### src/rtl/cpu_pkg.sv
// -----------------------------------------------------------------------------
// cpu_pkg
// Shared definitions for the ID-side redirect controller and its IF/ID register:
//   - control-flow opcodes (instr[15:12])
//   - fetch PC select encodings driven on PCSrc
//   - redirect controller state enum
//   - wait-cycle limit used when REDIRECT_TIMEOUT_EN is defined
// -----------------------------------------------------------------------------
package cpu_pkg;

  localparam logic [3:0] OP_B    = 4'hC;
  localparam logic [3:0] OP_CALL = 4'hD;
  localparam logic [3:0] OP_RET  = 4'hE;
  localparam logic [3:0] OP_HLT  = 4'hF;

  localparam logic [1:0] PCSRC_INC  = 2'b00;
  localparam logic [1:0] PCSRC_BR   = 2'b01;
  localparam logic [1:0] PCSRC_CALL = 2'b10;
  localparam logic [1:0] PCSRC_RET  = 2'b11;

  localparam int TIMEOUT_CYC = 16;

  typedef enum logic [1:0] {
    RUN      = 2'd0,
    WAIT_BR  = 2'd1,
    WAIT_RET = 2'd2,
    HALT     = 2'd3
  } ctrl_state_t;

  function automatic logic [3:0] opcode_of(input logic [15:0] ins);
    return ins[15:12];
  endfunction

endpackage

### src/rtl/ifid_reg.sv
// -----------------------------------------------------------------------------
// ifid_reg
// IF/ID pipeline register with hold and squash, plus a saturating bubble counter.
// Ports:
//   clk, rst        clock, asynchronous active-high reset
//   hold            keep current contents (no load this cycle)
//   squash          load this cycle as a bubble (valid cleared)
//   instr, pc_inc   fetch-side instruction and PC+1
//   ifid_instr      registered instruction
//   ifid_pc_inc     registered PC+1
//   ifid_valid      register holds a real instruction
//   bubble_cnt      number of cycles a bubble was loaded, saturating at all-ones
// -----------------------------------------------------------------------------
import cpu_pkg::*;

module ifid_reg #(
  parameter int DATA_W = 16
) (
  input  logic              clk,
  input  logic              rst,
  input  logic              hold,
  input  logic              squash,
  input  logic [DATA_W-1:0] instr,
  input  logic [DATA_W-1:0] pc_inc,
  output logic [DATA_W-1:0] ifid_instr,
  output logic [DATA_W-1:0] ifid_pc_inc,
  output logic              ifid_valid,
  output logic [15:0]       bubble_cnt
);

  function automatic logic [15:0] sat_inc(input logic [15:0] v);
    return (v == 16'hFFFF) ? v : v + 16'd1;
  endfunction

  // IF -> ID stage boundary; the payload is loaded even on a squash so that
  // call_imm downstream always reflects the register contents.
  always_ff @(posedge clk or posedge rst) begin
    if (rst) begin
      ifid_instr  <= '0;
      ifid_pc_inc <= '0;
      ifid_valid  <= 1'b0;
      bubble_cnt  <= 16'd0;
    end else if (!hold) begin
      ifid_instr  <= instr;
      ifid_pc_inc <= pc_inc;
      ifid_valid  <= !squash;
      if (squash) bubble_cnt <= sat_inc(bubble_cnt);
    end
  end

endmodule

### src/rtl/id_redirect_ctrl.sv
// -----------------------------------------------------------------------------
// id_redirect_ctrl
// ID-side consumer/controller of the fetch interface. Captures fetch output into
// IF/ID, pre-decodes control-flow opcodes and steers fetch (PCSrc, pc_ld,
// call_imm). Branches and returns park the controller in a wait state that
// loads bubbles until EX (branch) or MEM (return) resolves; HALT parks until rst.
//
// Optional build macro REDIRECT_TIMEOUT_EN: a wait counter forces a return to
// RUN after TIMEOUT_CYC unresolved wait cycles and sets sticky timeout_err.
// Without the macro the wait states wait indefinitely and timeout_err is 0.
//
// Ports:
//   clk, rst            clock, asynchronous active-high reset
//   instr, PC_inc       instruction and PC+1 from fetch
//   stall               hazard-unit hold of IF/ID (honoured in RUN only)
//   br_resolved/br_taken  EX branch outcome
//   ret_valid           MEM return address valid on fetch's ret input
//   PCSrc, pc_ld        fetch PC select and load enable (combinational)
//   call_imm            low 12 bits of call target, always ifid_instr[11:0]
//   ifid_instr, ifid_pc_inc, ifid_valid   IF/ID register
//   bubble_cnt          saturating bubble cycle count
//   timeout_err         sticky wait timeout flag
// -----------------------------------------------------------------------------
import cpu_pkg::*;

module id_redirect_ctrl (
  input  logic        clk,
  input  logic        rst,
  input  logic [15:0] instr,
  input  logic [15:0] PC_inc,
  input  logic        stall,
  input  logic        br_resolved,
  input  logic        br_taken,
  input  logic        ret_valid,
  output logic [1:0]  PCSrc,
  output logic        pc_ld,
  output logic [11:0] call_imm,
  output logic [15:0] ifid_instr,
  output logic [15:0] ifid_pc_inc,
  output logic        ifid_valid,
  output logic [15:0] bubble_cnt,
  output logic        timeout_err
);

  ctrl_state_t state_q;
  ctrl_state_t state_d;
  logic        hold;
  logic        squash;
  logic [3:0]  op;

`ifdef REDIRECT_TIMEOUT_EN
  logic [15:0] wait_cnt;
  logic        timeout_hit;
  logic        timeout_err_q;
`endif

  assign op       = opcode_of(ifid_instr);
  assign call_imm = ifid_instr[11:0];

  always_comb begin
    state_d = state_q;
    hold    = 1'b0;
    squash  = 1'b0;
    PCSrc   = PCSRC_INC;
    pc_ld   = 1'b1;
`ifdef REDIRECT_TIMEOUT_EN
    timeout_hit = 1'b0;
`endif
    case (state_q)
      RUN: begin
        if (stall) begin
          hold  = 1'b1;
          pc_ld = 1'b0;
        end else if (ifid_valid) begin
          // Decode acts exactly once: the instruction leaves IF/ID this cycle.
          case (op)
            OP_CALL: begin
              PCSrc  = PCSRC_CALL;
              squash = 1'b1;
            end
            OP_B: begin
              pc_ld   = 1'b0;
              squash  = 1'b1;
              state_d = WAIT_BR;
            end
            OP_RET: begin
              pc_ld   = 1'b0;
              squash  = 1'b1;
              state_d = WAIT_RET;
            end
            OP_HLT: begin
              pc_ld   = 1'b0;
              squash  = 1'b1;
              state_d = HALT;
            end
            default: ;
          endcase
        end
      end
      WAIT_BR: begin
        if (br_resolved) begin
          // Not-taken: fetch already holds the fall-through, capture it valid.
          state_d = RUN;
          if (br_taken) begin
            PCSrc  = PCSRC_BR;
            squash = 1'b1;
          end
        end else begin
          pc_ld  = 1'b0;
          squash = 1'b1;
`ifdef REDIRECT_TIMEOUT_EN
          if (wait_cnt == 16'(TIMEOUT_CYC)) begin
            timeout_hit = 1'b1;
            pc_ld       = 1'b1;
            state_d     = RUN;
          end
`endif
        end
      end
      WAIT_RET: begin
        if (ret_valid) begin
          PCSrc   = PCSRC_RET;
          squash  = 1'b1;
          state_d = RUN;
        end else begin
          pc_ld  = 1'b0;
          squash = 1'b1;
`ifdef REDIRECT_TIMEOUT_EN
          if (wait_cnt == 16'(TIMEOUT_CYC)) begin
            timeout_hit = 1'b1;
            pc_ld       = 1'b1;
            state_d     = RUN;
          end
`endif
        end
      end
      HALT: begin
        pc_ld  = 1'b0;
        squash = 1'b1;
      end
      default: state_d = RUN;
    endcase
  end

  always_ff @(posedge clk or posedge rst) begin
    if (rst) state_q <= RUN;
    else     state_q <= state_d;
  end

`ifdef REDIRECT_TIMEOUT_EN
  // Counter sits at zero outside the wait states, so it is clear on entry.
  always_ff @(posedge clk or posedge rst) begin
    if (rst) begin
      wait_cnt      <= 16'd0;
      timeout_err_q <= 1'b0;
    end else begin
      if (state_q == WAIT_BR || state_q == WAIT_RET) wait_cnt <= wait_cnt + 16'd1;
      else                                           wait_cnt <= 16'd0;
      if (timeout_hit) timeout_err_q <= 1'b1;
    end
  end
  assign timeout_err = timeout_err_q;
`else
  assign timeout_err = 1'b0;
`endif

  ifid_reg #(.DATA_W(16)) u_ifid (
    .clk         (clk),
    .rst         (rst),
    .hold        (hold),
    .squash      (squash),
    .instr       (instr),
    .pc_inc      (PC_inc),
    .ifid_instr  (ifid_instr),
    .ifid_pc_inc (ifid_pc_inc),
    .ifid_valid  (ifid_valid),
    .bubble_cnt  (bubble_cnt)
  );

endmodule

### config.mk
export PLATFORM = sky130hd
export DESIGN_NAME = id_redirect_ctrl
export DESIGN_NICKNAME = d
export VERILOG_FILES = /design/src/rtl/cpu_pkg.sv /design/src/rtl/ifid_reg.sv /design/src/rtl/id_redirect_ctrl.sv
export SDC_FILE = /design/constraint.sdc
export NUM_CORES = 1
export LEC_CHECK = 0
export CAP_MARGIN = 5
export CORE_UTILIZATION = 43
export CTS_CLUSTER_SIZE = 20
export DETAILED_ROUTE_END_ITERATION = 10
export PLACE_DENSITY = 0.79
export SLEW_MARGIN = 5
export SYNTH_ARGS = -nofsm -noshare
export SYNTH_HDL_FRONTEND = slang
export SYNTH_HIERARCHICAL = 1
export SYNTH_SLANG_ARGS = --single-unit
### constraint.sdc
create_clock -name clk -period 2.9 [get_ports clk]
set_clock_uncertainty 0.15 [all_clocks]
set_input_delay 0.725 -clock clk [delete_from_list [all_inputs] [get_ports clk]]
set_output_delay 0.725 -clock clk [all_outputs]
set_load 0.05 [all_outputs]
# ---- Word level (Yosys, flattened, before mapping)
# Cells that the tools add are included.
# Widths: inputs -> output; s select.
dict set report totals {
  mem_bits_rw 0
  register_bits 51
  mem_count 0
  elab_cells 56
  rom_bits 0
  latch_bits 0
  input_bits 38
}
dict set report classes {
  multipliers 0
  muxes 27
  n_reduce_logical 8
  shift 0
  n_eq_ne 13
  order_cmp 0
  n_bitwise 2
  n_addsub 1
  div 0
}
# op n
set ops {}
lappend ops {{$pmux 2 s3} 3}
lappend ops {{$add 16x1->16 const B} 1}
lappend ops {{$eq 16x16->1 const B} 1}
lappend ops {{$eq 4x4->1 const B} 4}
lappend ops {{$mux 2} 8}
lappend ops {{$mux 1} 14}
lappend ops {{$ne 2x2->1 const B} 3}
lappend ops {{$reduce_and 6->1} 1}
lappend ops {{$eq 2x2->1 const B} 2}
lappend ops {{$ne 4x1->1 const B} 1}
lappend ops {{$pmux 1 s4} 1}
lappend ops {{$reduce_or 4->1} 1}
lappend ops {{$pmux 1 s3} 1}
lappend ops {{$reduce_and 3->1} 1}
lappend ops {{$reduce_bool 3->1} 1}
lappend ops {{$reduce_or 3->1} 1}
lappend ops {{$eq 2x1->1 const B} 1}
lappend ops {{$logic_not 2->1} 1}
lappend ops {{$ne 2x1->1 const B} 1}
lappend ops {{$not 1->1} 2}
lappend ops {{$reduce_or 2->1} 1}
lappend ops {{$logic_not 1->1} 1}

# ---- Depth between registers and ports, before layout
# Gate-level depths: netlist (run 1).
dict set report depth {
  depth_word 7
  mapped_depth 8
  depth_no_buf 8
}

# ---- Modules after synthesis
# Netlist (run 1), hierarchy kept.
# module n_inst area_per_inst_um2 cells_each
set modules_own_cells {}
lappend modules_own_cells {ifid_reg 1 2040.7 146}
lappend modules_own_cells {id_redirect_ctrl 1 404.1 50}

# ---- Worst setup path before layout (run 1)
# Ideal clock, no wire load.
dict set report synth_timing {
  path_type {register -> output}
  startpoint {register u_ifid.ifid_instr[15]}
  endpoint {output PCSrc[1]}
  stages_incl_launch_ff 5
  t_arrival_ns 1.836
  required_ns 2.025
  path_slack_ns 0.189
  cell_sequence {dfrtp_1 > nand3_1 > nor2_1 > nand3_1 > a21oi_1}
}
dict set report synth_between {
  elab_chain_len 5
}
# element line_no
set synth_lines {}
lappend synth_lines {{start: declaration} ifid_reg.sv:25} ;# output logic [DATA_W-1:0] ifid_instr,
lappend synth_lines {{start signal: assignment} ifid_reg.sv:44} ;# ifid_instr <= instr;
lappend synth_lines {{$eq 4x4->1} id_redirect_ctrl.sv:76} ;# case (op)
lappend synth_lines {{$mux 2} id_redirect_ctrl.sv:76}
lappend synth_lines {{$mux 2} id_redirect_ctrl.sv:74} ;# end else if (ifid_valid) begin
lappend synth_lines {{$mux 2} id_redirect_ctrl.sv:71} ;# if (stall) begin
lappend synth_lines {{$pmux 2 s3} id_redirect_ctrl.sv:69} ;# case (state_q)
lappend synth_lines {{end: declaration} id_redirect_ctrl.sv:35} ;# output logic [1:0] PCSrc,
# Every way passes these cells.

# ---- Worst setup path in the final report (run 1)
dict set report layout_timing {
  startpoint {input stall}
  endpoint {output PCSrc[1]}
}
dict set report layout_between {
  elab_chain_len 2
}
# element line_no
set layout_lines {}
lappend layout_lines {{start: declaration} id_redirect_ctrl.sv:31} ;# input logic stall,
lappend layout_lines {{$mux 2} id_redirect_ctrl.sv:71}
lappend layout_lines {{$pmux 2 s3} id_redirect_ctrl.sv:69}
# Every way passes these cells.

==> impl_metrics.yaml, run 1 <==
timing:
  fmax_mhz: 366
  setup_tns_ns: 0
  max-slew-margin-rel_pct: 64.0
  worst_slew_pin_slew_ns: 0.539
  period_needed_ns: 2.73
  finalHoldViolations: 0
  setup_violations: 0
  setup_slack_ns: 0.169
  rsz0062_at_grt: "false"
  slew_violations: 0
  period_share_pct: 94.2
clocking:
  cts-hold-fix-buffers: 0
  cts_buffer_depth: 2
  path_clk_slew_ns: 0.09
  clk_latency_ns: 0.29
  post_cts_buffers: 0
  cts_tree: "yes"
  cts.sinks: 51
  htreeDepth: 2
  cts_resized: 0
  numCtsBuffers: 5
  cts_root_buffer: "clkbuf_8"
power:
  power.leakage_nw: 1.52
  irDropWorstVdd_v: 0.000618
  cellPowerDensity_nw_per_um2: 975
synthesis:
  ys_warn_count: 6
  syn-instance-count: 196
  ys_ff_latch: 51
  ys_seq_area_share_pct: 52.2
  yosysUniqueCellTypes: 42
  syn_area_per_cell_um2: 12.5
  synth-edff-count: 0
  synth.net_count: 240
  syn_area_um2: 2440
  synth_flop_cell: "dfrtp_1"
  async_reset_ff_share_pct: 100
flow_run:
  maxCapViolCount: 0
run_status:
  status: "complete, no violations"
setup_path:
  arrival_ns: 1.86
  rrSetupSlack_ns: 0.51
  startpoint_type: "primary input"
  crit_required_ns: 2.03
  path_cells: "clkdlybuf4s50_1 -> nor2_1 -> nand3_1 -> a21oi_1 -> buf_12"
  path_class: "in -> out"
  crit_fanout: 3
  slowest_delay_ns: 0.45
  critPathSlowestCell: "clkdlybuf4s50_1"
  endpoint_kind: "output pin"
layout:
  area_growth_pct: 46.8
  fillers: 440
  seq_area_um2: 1280
  antenna_cells: 0
  multi_input_area_um2: 1020
  drive_above_1_share_pct: 20.8
  nets: 336
placement:
  gp_congestion: 0.779
  dp_hpwl_um: 3710
  place_ws_ns: 0.0409
  numPortBuffers: 101
global_routing:
  grt_pass1_vias: 1917
  overflow: 0
  antenna_found_initial: 0
  grtUsageTotal_pct: 18.0
  grt_pass1_wl_um: 8570
  grt_max_degree: 34
drt:
  num_vias: 1816
  drt-initial-drc-count: 52
  routed_via_density: 4.98
  drc: 0
  routedWlPerCell_um: 13.7
  firstDrtPassIters: 4
  routed_wl_um: 5020
  ant_nets: 0
floorplan:
  die_h_um: 77.4
  ios: 103
  dieArea_um2: 5990
  start_util_pct: 44.4
  core_area_um2: 5510
  die_x_um: 77.4
  rows: 27
min_path:
  hold_path_class: "reg -> reg"
report_power, final:
part / internal, mW / switching [mW] / total [mW]
sequential: 0.901 / 0.166 / 1.07
combinational: 0.780 / 1.27 / 2.05
clock: 0.170 / 0.215 / 0.385
total: 1.85 / 1.65 / 3.50
cell usage after synthesis (3+ instances only):
cell | instances | share of area, %
o21ai_0 | 3 | 0.61
nor3_1 | 5 | 1.0
buf_4 | 13 | 4.0
nor4_1 | 3 | 0.77
ha_1 | 6 | 3.1
clkbuf_1 | 3 | 0.46
nand2_1 | 8 | 1.2
dfrtp_1 | 51 | 52
xnor2_1 | 4 | 1.4
mux2_2 | 34 | 16
xor2_1 | 6 | 2.1
inv_1 | 7 | 1.1
nand3_1 | 8 | 1.6
a21oi_1 | 6 | 1.2
nor2_1 | 7 | 1.1
cell usage in the layout (no fill, tap or decap), types with 2 or more instances in the layout:
cell | netlist | layout
inv_2 | 1 | 2
nand4_2 | 2 | 2
mux2_2 | 34 | 34
xor2_1 | 6 | 6
buf_12 | 0 | 4
ha_1 | 6 | 6
nand2_2 | 2 | 2
nor4b_1 | 2 | 2
clkdlybuf4s50_1 | 0 | 98
nor2b_1 | 2 | 2
o21bai_1 | 2 | 2
xnor2_1 | 4 | 4
nand2_1 | 8 | 8
nor3_1 | 5 | 5
dfrtp_1 | 51 | 51
inv_1 | 7 | 6
nor2_1 | 7 | 7
nor4_1 | 3 | 3
nand3_1 | 8 | 8
clkbuf_1 | 3 | 2
buf_4 | 13 | 4
o21ai_0 | 3 | 3
clkbuf_8 | 0 | 5
a21oi_1 | 6 | 6
stage by stage:
step           std cells  power [mW]  area, um2  util (%)  hold WS (ns)
3_3_place_gp         357        3.11       3510      63.7         0.337
6_report             365        3.50       3590      65.2         0.358
2_1_floorplan        196        2.50       2440         -         0.316
5_1_grt              365        3.68       3590      65.2         0.388
3_5_place_dp         357        3.14       3510      63.7         0.343
4_1_cts              365        3.54       3590      65.2         0.363
metal layers:
metal	up-vias	part of all wire, %	global-route usage (%)
met2	58	51	31.9
li1	858	-	-
met1	895	41	20.5
met4	0	0.84	4.91
met5	-	0	0
met3	5	7.0	6.35
worst max-delay path: cells and delay by family:
kind            cells  cell delay, ns
simple gates        2            0.25
buf+inv             2            0.62
compound gates      1            0.26
area by class of cell:
class	count	share of cell area (%)
clock buffers	7	2.13
clock inverters	1	0.139
inverters	8	0.837
multi-input cells	120	28.4
flip-flops and latches	51	35.6
well taps	72	2.51
repair buffers	106	30.4
cell families (layout without fill, tap and decap cells):
| group | Yosys count | after routing | synth area share, % |
|---|---|---|---|
| xor+xnor | 10 | 10 | 3.58 |
| mux | 37 | 37 | 17.1 |
| other cells | 1 | 1 | 0.153 |
| compound gates | 15 | 15 | 4.61 |
| simple gates | 51 | 51 | 13.1 |
| fa+ha+maj | 6 | 6 | 3.07 |
| flops | 51 | 51 | 52.2 |
| buf+inv | 25 | 122 | 6.14 |
flip-flops by register name, summed over array words and instances, names as in the netlist:
name and count:
u_ifid/ifid_pc_inc 16, u_ifid/ifid_instr 16, u_ifid/ifid_valid 1, state_q 2, u_ifid/bubble_cnt 16
path summary, 6_finish.rpt:
path | to | startpoint | cells after the start
setup / recovery | PCSrc[1] | stall | 5
hold / removal | u_ifid/ifid_pc_inc[4] | u_ifid/ifid_pc_inc[4] | 1
setup reg to reg | u_ifid/bubble_cnt[15] | state_q[1] | 8
hold reg to reg | u_ifid/ifid_pc_inc[4] | u_ifid/ifid_pc_inc[4] | 1
max in group asynchronous | u_ifid/ifid_instr[8] | rst | 3
min in group asynchronous | state_q[1] | rst | 2
(Power assumes the default switching activity.)
==> run 2, diff against run 1 <==
--- a/config.mk
+++ b/config.mk
@@ -9,6 +9,7 @@
 export CORE_UTILIZATION = 43
 export CTS_CLUSTER_SIZE = 20
 export DETAILED_ROUTE_END_ITERATION = 10
+export HOLD_SLACK_MARGIN = 0.1
 export PLACE_DENSITY = 0.79
 export SLEW_MARGIN = 5
 export SYNTH_ARGS = -nofsm -noshare
==> results of run 2 <==
The final DEF is identical to that of run 1; final timing and power are the same.
